## src/rtl/dmem_arbiter.sv

```systemverilog
// Shares one single-port data memory between two requesters: round-robin per beat, with locked bursts capped at MAX_BURST.
// Grant has zero latency (combinational); load data follows one cycle after grant. A port that is not granted holds its request.
module dmem_arbiter #(
    parameter int DATA_WIDTH = 32,
    parameter int MAX_BURST  = 8
) (
    input  logic                  clk_i,
    input  logic                  rst_i,

    input  logic                  p0_req_i,
    input  logic                  p0_lock_i,
    input  logic                  p0_we_i,
    input  logic                  p0_byte_op_i,
    input  logic [DATA_WIDTH-1:0] p0_addr_i,
    input  logic [DATA_WIDTH-1:0] p0_wd_i,
    output logic                  p0_gnt_o,
    output logic                  p0_rvalid_o,
    output logic [DATA_WIDTH-1:0] p0_rdata_o,

    input  logic                  p1_req_i,
    input  logic                  p1_lock_i,
    input  logic                  p1_we_i,
    input  logic                  p1_byte_op_i,
    input  logic [DATA_WIDTH-1:0] p1_addr_i,
    input  logic [DATA_WIDTH-1:0] p1_wd_i,
    output logic                  p1_gnt_o,
    output logic                  p1_rvalid_o,
    output logic [DATA_WIDTH-1:0] p1_rdata_o,

    output logic                  mem_we_o,
    output logic                  mem_byte_op_o,
    output logic [DATA_WIDTH-1:0] mem_addr_o,
    output logic [DATA_WIDTH-1:0] mem_wd_o,
    input  logic [DATA_WIDTH-1:0] mem_rd_i,

    output logic [1:0]            owner_o
);

    localparam int              BW        = $clog2(MAX_BURST + 1);
    localparam logic [BW-1:0]   BURST_MAX = BW'(MAX_BURST);
    // A one-beat burst limit makes every beat a forced release, so lock never takes ownership.
    localparam bit              LOCK_EN   = (MAX_BURST > 1);

    typedef struct packed {
        logic                  req;
        logic                  lock;
        logic                  we;
        logic                  byte_op;
        logic [DATA_WIDTH-1:0] addr;
        logic [DATA_WIDTH-1:0] wd;
    } port_req_t;

    typedef enum logic [1:0] {
        IDLE = 2'd0,
        OWN0 = 2'd1,
        OWN1 = 2'd2
    } state_t;

    port_req_t [1:0] preq;
    state_t          state_q, state_d;
    logic            last_q, last_d;
    logic [BW-1:0]   beat_q, beat_d;
    logic [BW-1:0]   beat_inc;
    logic [1:0]      gnt;
    logic            sel;
    logic [1:0]      rvalid_q;
    logic [DATA_WIDTH-1:0] rdata0_q, rdata1_q;

    assign preq[0] = {p0_req_i, p0_lock_i, p0_we_i, p0_byte_op_i, p0_addr_i, p0_wd_i};
    assign preq[1] = {p1_req_i, p1_lock_i, p1_we_i, p1_byte_op_i, p1_addr_i, p1_wd_i};
    assign beat_inc = beat_q + BW'(1);

    always_comb begin
        state_d = state_q;
        last_d  = last_q;
        beat_d  = beat_q;
        gnt     = 2'b00;
        sel     = 1'b0;

        case (state_q)
            IDLE: begin
                // Under contention the port that did not win last time goes first.
                if (preq[0].req && preq[1].req) sel = ~last_q;
                else                            sel = preq[1].req;

                if (preq[0].req || preq[1].req) begin
                    gnt[sel] = 1'b1;
                    last_d   = sel;
                    if (preq[sel].lock && LOCK_EN) begin
                        state_d = sel ? OWN1 : OWN0;
                        beat_d  = BW'(1);
                    end
                end
            end

            OWN0, OWN1: begin
                sel = (state_q == OWN1);
                if (preq[sel].req) begin
                    gnt[sel] = 1'b1;
                    beat_d   = beat_inc;
                    if (!preq[sel].lock || beat_inc == BURST_MAX) begin
                        state_d = IDLE;
                        beat_d  = '0;
                        last_d  = sel;
                    end
                end else begin
                    // Owner went quiet: give the memory back, costing one idle cycle.
                    state_d = IDLE;
                    beat_d  = '0;
                    last_d  = sel;
                end
            end

            default: begin
                state_d = IDLE;
                beat_d  = '0;
            end
        endcase

        if (rst_i) gnt = 2'b00;
    end

    always_comb begin
        mem_we_o      = 1'b0;
        mem_byte_op_o = 1'b0;
        mem_addr_o    = '0;
        mem_wd_o      = '0;
        if (gnt[0] || gnt[1]) begin
            mem_we_o      = preq[sel].we;
            mem_byte_op_o = preq[sel].byte_op;
            mem_addr_o    = preq[sel].addr;
            mem_wd_o      = preq[sel].wd;
        end
    end

    always_ff @(posedge clk_i or posedge rst_i) begin
        if (rst_i) begin
            state_q <= IDLE;
            last_q  <= 1'b1;
            beat_q  <= '0;
        end else begin
            state_q <= state_d;
            last_q  <= last_d;
            beat_q  <= beat_d;
        end
    end

    always_ff @(posedge clk_i or posedge rst_i) begin
        if (rst_i) begin
            rvalid_q <= 2'b00;
            rdata0_q <= '0;
            rdata1_q <= '0;
        end else begin
            rvalid_q[0] <= gnt[0] && !preq[0].we;
            rvalid_q[1] <= gnt[1] && !preq[1].we;
            if (gnt[0] && !preq[0].we) rdata0_q <= mem_rd_i;
            if (gnt[1] && !preq[1].we) rdata1_q <= mem_rd_i;
        end
    end

    assign p0_gnt_o    = gnt[0];
    assign p1_gnt_o    = gnt[1];
    assign p0_rvalid_o = rvalid_q[0];
    assign p1_rvalid_o = rvalid_q[1];
    assign p0_rdata_o  = rdata0_q;
    assign p1_rdata_o  = rdata1_q;
    assign owner_o     = {state_q != IDLE, state_q == OWN1};

endmodule
```

## config.mk

```make
export PLATFORM = sky130hd
export DESIGN_NAME = dmem_arbiter
export DESIGN_NICKNAME = d
export VERILOG_FILES = /design/src/rtl/dmem_arbiter.sv
export SDC_FILE = /design/constraint.sdc
export NUM_CORES = 1
export LEC_CHECK = 0
export ABC_AREA = 0
export CORE_MARGIN = 2
export CORE_UTILIZATION = 32
export CTS_CLUSTER_SIZE = 8
export DETAILED_ROUTE_END_ITERATION = 12
export GPL_TIMING_DRIVEN = 0
export PLACE_DENSITY_LB_ADDON = 0.3
export SKIP_LAST_GASP = 1
export SYNTH_ARGS = -nofsm -noshare
export SYNTH_HDL_FRONTEND = slang
export SYNTH_SLANG_ARGS = --single-unit
export TNS_END_PERCENT = 1
```

## constraint.sdc

```tcl
create_clock -name clk_i -period 2.35 [get_ports clk_i]
set_clock_uncertainty 0.2 [all_clocks]
set_input_delay 0.47 -clock clk_i [delete_from_list [all_inputs] [get_ports clk_i]]
set_output_delay 0.47 -clock clk_i [all_outputs]
set_load 0.005 [all_outputs]
```

==> flow_summary.toml, run 1 <==
[worst_hold_path]
worstHoldPathCells = 1
hold_class = "flip-flop to flip-flop"

[sta]
hold_viol = 0
worst_pin_slew_ns = 0.727
tns_ns = -42.27
fmax_mhz = 343
layout_min_cycle_time_ns = 2.92
setup_violations = 127
worst_slack_ns = -0.568
final_max_slew_viol_count = 0
whs_ns = 0.304
rsz0062_at_grt = "yes"
maxSlewHeadroom_pct = 51.4
post-route-period-util_pct = 124

[logic_synthesis]
synth_top_family_by_area = "multiplexers"
syn_area_um2 = 4390
synth-simple-area-share_pct = 11.0
synth_ff_type = "dfrtp_1"
yosysTopAreaCell = "dfrtp_1"
synthCells = 445
ys_ff_latch = 73
synth_cell_types = 43
syn_area_per_cell_um2 = 9.85
synth_edf_count = 0
synth_compound_area_share_pct = 19.0
async_flop_share_pct = 100
synth-xor-area-share_pct = 0
yosys-mux-area-fraction_pct = 19.6
synth-seq-area-share_pct = 41.7
synth.most_common_cell = "dfrtp_1"
yosys.area.top_type_share_pct = 41.1
ys_warn_count = 0
yosys-top-cells-area = "dfrtp_1 41%, mux2_4 9.9%, mux2_2 9.2%, a21oi_1 7.8%, nand3_1 7.8%"
synthAdderAreaFrac_pct = 1.14
synth_common_cells = "72 x dfrtp_1, 68 x a21oi_1, 68 x nand3_1"
syn-num-nets = 619

[power_and_ir_drop]
p_per_area_nw_per_um2 = 1080
total_power_mw = 8.71
ir_worst_vdd_mv = 0.424
p_leak_nw = 3.48

[clock_tree]
root_buffer = "clkbuf_16"
cts.sinks = 73
clk_pin_slew_ns = 0.06
cts_buffers = 9
cts-htree-levels = 3
cts_tree = "done"
clk_latency_ns = 0.32
cts_buffer_depth = 2
hold_buffers = 0

[critical_path]
reg2reg_depth = 8
crit_fanout = 10
crit_arrival_ns = 2.25
cp-end-kind = "output port"
cp_slowest_stage_delay_ns = 0.41
crit_path_top_delay_cell = "dfrtp_2"
cp.required_ns = 1.68
crit_path_start_kind = "flip-flop"
crit_type = "flip-flop to output port"
critPathMostFrequentCell = "buf_8"
path_cells = "inv_2 > ha_4 > and2b_1 > o21ai_1 > a211o_2 > buf_8 > buf_8 > a21oi_2 > buf_2"

[grt]
grt_max_degree = 42
antenna_found_initial = 1
grt_overflow = 0
grt_pass1_wl_um = 26100
grt_usage_pct = 22.6
grt_pass1_vias = 4994

[placement]
portBuffers = 305
place_congestion = 0.910
hpwlAfterDp_um = 12900

[run]
drv_cap = 0

[outcome]
violations = "setup timing"
status = "finished with violations"

[cells_and_area]
layout.nets = 950
multi_input_area_um2 = 2420
fill_cells = 1107
utilization_pct = 60.6
drive_above_1_share_pct = 29.3
final-seq-area_um2 = 1830
areaGrowthSynthToFinish_pct = 83.7

[detailed_routing]
final_antenna_net_count = 0
drtIter0Drc = 242
routed_wl_um = 16800
viasPerCell = 5.05
post_drt_wl_per_cell_um = 17.5
drc = 0
vias = 4842
drt_pass1_iterations = 4

[floorplanning]
initial_core_util_pct = 33.0
rows = 42
die_y_um = 121
pin_count = 306
core_area_um2 = 13300
fp.dieW_um = 121
dieArea_um2 = 14700
[path summary, 6_finish.rpt]
| kind | from | end | slack, ns |
|---|---|---|---|
| setup reg to reg | state_q[1] | p0_rdata_o[25] | -0.14 |
| max in group asynchronous | rst_i | p1_rdata_o[29] | 0.82 |
| min in group asynchronous | rst_i | beat_q[2] | 0.50 |
| hold reg to reg | p1_rdata_o[1] | p1_rdata_o[1] | 0.30 |
| setup / recovery | state_q[1] | mem_addr_o[17] | -0.57 |
| hold / removal | p1_rdata_o[1] | p1_rdata_o[1] | 0.30 |
[cells in the final DEF, fill, tap and decap left out, types with 2 or more instances in the layout]
cell type | Yosys | layout
dlygate4sd2_1 | 0 | 7
clkbuf_2 | 0 | 5
o21ai_0 | 60 | 60
mux2_2 | 36 | 36
buf_12 | 3 | 5
inv_1 | 7 | 5
a21oi_1 | 68 | 39
clkinvlp_4 | 0 | 2
clkbuf_16 | 0 | 9
inv_2 | 1 | 2
a21o_1 | 2 | 2
nand3_1 | 68 | 68
clkbuf_1 | 19 | 13
ha_1 | 4 | 2
ha_4 | 0 | 2
clkdlybuf4s50_1 | 0 | 236
clkbuf_8 | 0 | 4
buf_8 | 0 | 2
buf_4 | 6 | 17
nand2_1 | 11 | 11
o211ai_1 | 2 | 2
mux2_4 | 29 | 29
o21ai_1 | 10 | 10
dfrtp_1 | 72 | 71
buf_2 | 6 | 62
a21oi_2 | 3 | 26
nor2_1 | 6 | 5
mux2i_1 | 2 | 2
a21oi_4 | 0 | 6
buf_6 | 8 | 11
clkdlybuf4s15_1 | 0 | 2
[sequential cells by signal (all words and copies together), names as in the netlist]
| signal | flops |
|---|---|
| beat_q | 4 |
| p0_rdata_o | 32 |
| last_q | 1 |
| p1_rdata_o | 32 |
| rvalid_q | 2 |
| state_q | 2 |
[report_power, final]
| part | leakage [nW] | total [mW] | internal [mW] | switching (mW) |
|---|---|---|---|---|
| Clock | 0.149 | 1.39 | 0.880 | 0.506 |
| Combinational | 2.44 | 5.12 | 2.96 | 2.16 |
| Sequential | 0.883 | 2.21 | 1.87 | 0.342 |
[through the flow]
| step | cells | area, µm² | setup slack [ns] |
|---|---|---|---|
| 2_1_floorplan | 445 | 4390 | -0.109 |
| 3_5_place_dp | 927 | 7680 | -1.21 |
| 3_3_place_gp | 926 | 7660 | -1.20 |
| 6_report | 958 | 8060 | -0.568 |
| 5_1_grt | 958 | 8060 | -0.648 |
| 4_1_cts | 956 | 8010 | -0.494 |
[cell families after synthesis]
group / Yosys count
compound gates: 155
simple gates: 95
flops: 73
mux: 67
buf+inv: 51
fa+ha+maj: 4
[worst max-delay path, delay by kind of cell (launching register included)]
family / cells / cell delay (ns)
AOI/OAI and AO/OA: 3 / 0.58
adders and majority gates: 1 / 0.27
buffers and inverters: 4 / 0.53
DFF: 1 / 0.41
and+or+nand+nor: 1 / 0.13
[timing repair]
item	in CTS	in global routing
setup endpoints to repair	99	127
buffers inserted	12	1
pin swaps	2	1
resized for setup	309	11
cloned	2	0
[metal layers]
layer  global-route usage, %  vias to the layer above  share of wire [%]
met5                       0                        -                  0
li1                        -                     2283                  -
met1                    25.1                     2296                 38
met4                    9.08                        0                3.4
met3                    6.20                       34                8.3
met2                    40.4                      229                 50
[cell type report]
| cell class | count | area share, % |
|---|---|---|
| Multi-Input combinational cell | 321 | 30.0 |
| Clock buffer | 12 | 3.18 |
| Clock inverter | 4 | 0.637 |
| Inverter | 8 | 0.419 |
| Tap cell | 176 | 2.73 |
| Buffer | 42 | 4.16 |
| Sequential cell | 73 | 22.7 |
| Timing Repair Buffer | 321 | 36.1 |
| Antenna cell | 1 | 0.0311 |
No activity file was read; power rests on OpenSTA's default activity.
==> run 2, diff against run 1 <==
- GPL_TIMING_DRIVEN: 0 -> default
- HOLD_SLACK_MARGIN: default -> 0.15
==> run 2 against run 1 <==
The flow still finishes with violations (setup timing). Routed wire length grew 3.4%. Non-clock buffer count grew 1. Maximum frequency grew 1.4%. Combinational power grew 11%. Sequential power is essentially flat. Power grew 5.8%. Hold slack gained 0.0018 ns. Via count grew 0.91%. Global-route usage grew 0.65 points. Register-to-register slack lost 0.06 ns. Die area is the same. Core utilization grew 2.4 points. Critical path type unchanged. Critical endpoint is now mem_wd_o[11]. Largest power group unchanged.
==> flow_summary.toml, run 2 (same netlist as run 1, synthesis figures left out) <==
[power_and_ir_drop]
p_leak_nw = 3.62
p_per_area_nw_per_um2 = 1100
ir_worst_vdd_mv = 0.410

[detailed_routing]
drtIter0Drc = 239
routed_wl_um = 17300
drc = 0
drt_pass1_iterations = 4
final_antenna_net_count = 0
viasPerCell = 5.08
vias = 4886
post_drt_wl_per_cell_um = 18.0

[sta]
worst_pin_slew_ns = 0.429
setup_violations = 133
layout_min_cycle_time_ns = 2.88
tns_ns = -44.54
rsz0062_at_grt = "yes"
fmax_mhz = 348
final_max_slew_viol_count = 0
post-route-period-util_pct = 122
maxSlewHeadroom_pct = 71.3
whs_ns = 0.306
hold_viol = 0
worst_slack_ns = -0.527

[floorplanning]
die_y_um = 121
dieArea_um2 = 14700
initial_core_util_pct = 33.0
fp.dieW_um = 121
rows = 42
pin_count = 306
core_area_um2 = 13300

[grt]
grt_overflow = 0
grt_max_degree = 51
grt_usage_pct = 23.2
antenna_found_initial = 3
grt_pass1_wl_um = 26700
grt_pass1_vias = 5081

[placement]
place_ws_ns = -0.845
hpwlAfterDp_um = 12800
dpl.cell_count = 932
placed_area_um2 = 7940
place_congestion = 0.833
portBuffers = 305

[cells_and_area]
mostFrequentLayoutCell = "clkdlybuf4s50_1"
final_cell_mix = "235 x clkdlybuf4s50_1, 72 x dfrtp_1, 68 x nand3_1, 59 x o21ai_0, 50 x buf_2"
fill_cells = 1102
layout.nets = 951
drive_above_1_share_pct = 31.8
fin_cells = 961
areaGrowthSynthToFinish_pct = 90.9
final-seq-area_um2 = 1830
multi_input_area_um2 = 2470
final_cell_area_um2 = 8370

[critical_path]
crit_fanout = 9
cp.required_ns = 1.68
cp-end-kind = "output port"
crit_arrival_ns = 2.21
crit_type = "flip-flop to output port"
crit_path_start_kind = "flip-flop"

[clock_tree]
root_buffer = "clkbuf_16"
cts_tree = "done"
clk_latency_ns = 0.33
cts_buffers = 9
cts.sinks = 73
cts_buffer_depth = 2
cts-htree-levels = 3
clk_pin_slew_ns = 0.06

[outcome]
status = "finished with violations"
violations = "setup timing"

[run]
drv_cap = 0

[worst_hold_path]
hold_class = "flip-flop to flip-flop"
run 2: cell count changes in the layout (fill, tap and decap cells not counted), moves of 6 or more:
cell	previous run	this run
buf_2	62	50
buf_4	17	38
buf_6	11	1
a21oi_1	39	30
a21oi_2	26	33
buf_12	5	16
dlygate4sd2_1	7	13
clkbuf_1	13	0
run 2: final timing paths:
path | startpoint | endpoint | slack (ns) | cells after the start
setup reg to reg | state_q[1] | p1_rdata_o[13] | -0.20 | 9
hold / removal | p0_rdata_o[17] | p0_rdata_o[17] | 0.31 | 1
max in group asynchronous | rst_i | p0_rdata_o[19] | 1.06 | 4
hold reg to reg | p0_rdata_o[17] | p0_rdata_o[17] | 0.31 | 1
setup / recovery | state_q[1] | mem_wd_o[11] | -0.53 | 9
min in group asynchronous | rst_i | beat_q[0] | 0.36 | 3
run 2: cell type report:
| type | count | share of cell area (%) |
|---|---|---|
| timing repair buffer | 364 | 42.0 |
| antenna | 3 | 0.0897 |
| clock buffer | 9 | 2.69 |
| clock inverter | 7 | 0.837 |
| multi-input combinational | 321 | 29.5 |
| sequential | 73 | 21.8 |
| inverter | 8 | 0.403 |
| tap | 176 | 2.63 |
run 2: through the flow:
| step | utilization, % | total power [mW] |
|---|---|---|
| floorplan | - | 4.51 |
| global placement | 59.7 | 7.46 |
| detailed placement | 59.7 | 7.61 |
| CTS | 62.1 | 9.14 |
| global route | 63.0 | 9.81 |
| finish | 63.0 | 9.22 |
run 2: critical path: stages, from the launching register on:
cell and delay, ns:
dfrtp_1 0.38, inv_2 0.07, ha_4 0.27, and2b_2 0.16, o21ai_2 0.06, a211o_4 0.37
buf_12 0.16, buf_16 0.15, a21oi_4 0.12, buf_2 0.13
run 2: report_power, final:
group	switching, mW	internal [mW]	total (mW)
clock	0.534	0.821	1.35
sequential	0.326	1.86	2.19
combinational	2.33	3.35	5.68
total	3.19	6.03	9.22
run 2: repair_timing:
action | 4_1_cts | 5_1_grt
hold buffers | 0 | 0
setup buffers | 4 | 2
pin swaps | 3 | 1
gates cloned | 4 | 0
gates resized for setup | 259 | 26
setup endpoints to repair | 133 | 134
run 2: routing by layer:
metal  wire length, µm  track usage [%]
met2              8890             40.8
met5                 0                0
met1              6520             25.9
met3              1390             6.67
met4               517             10.2
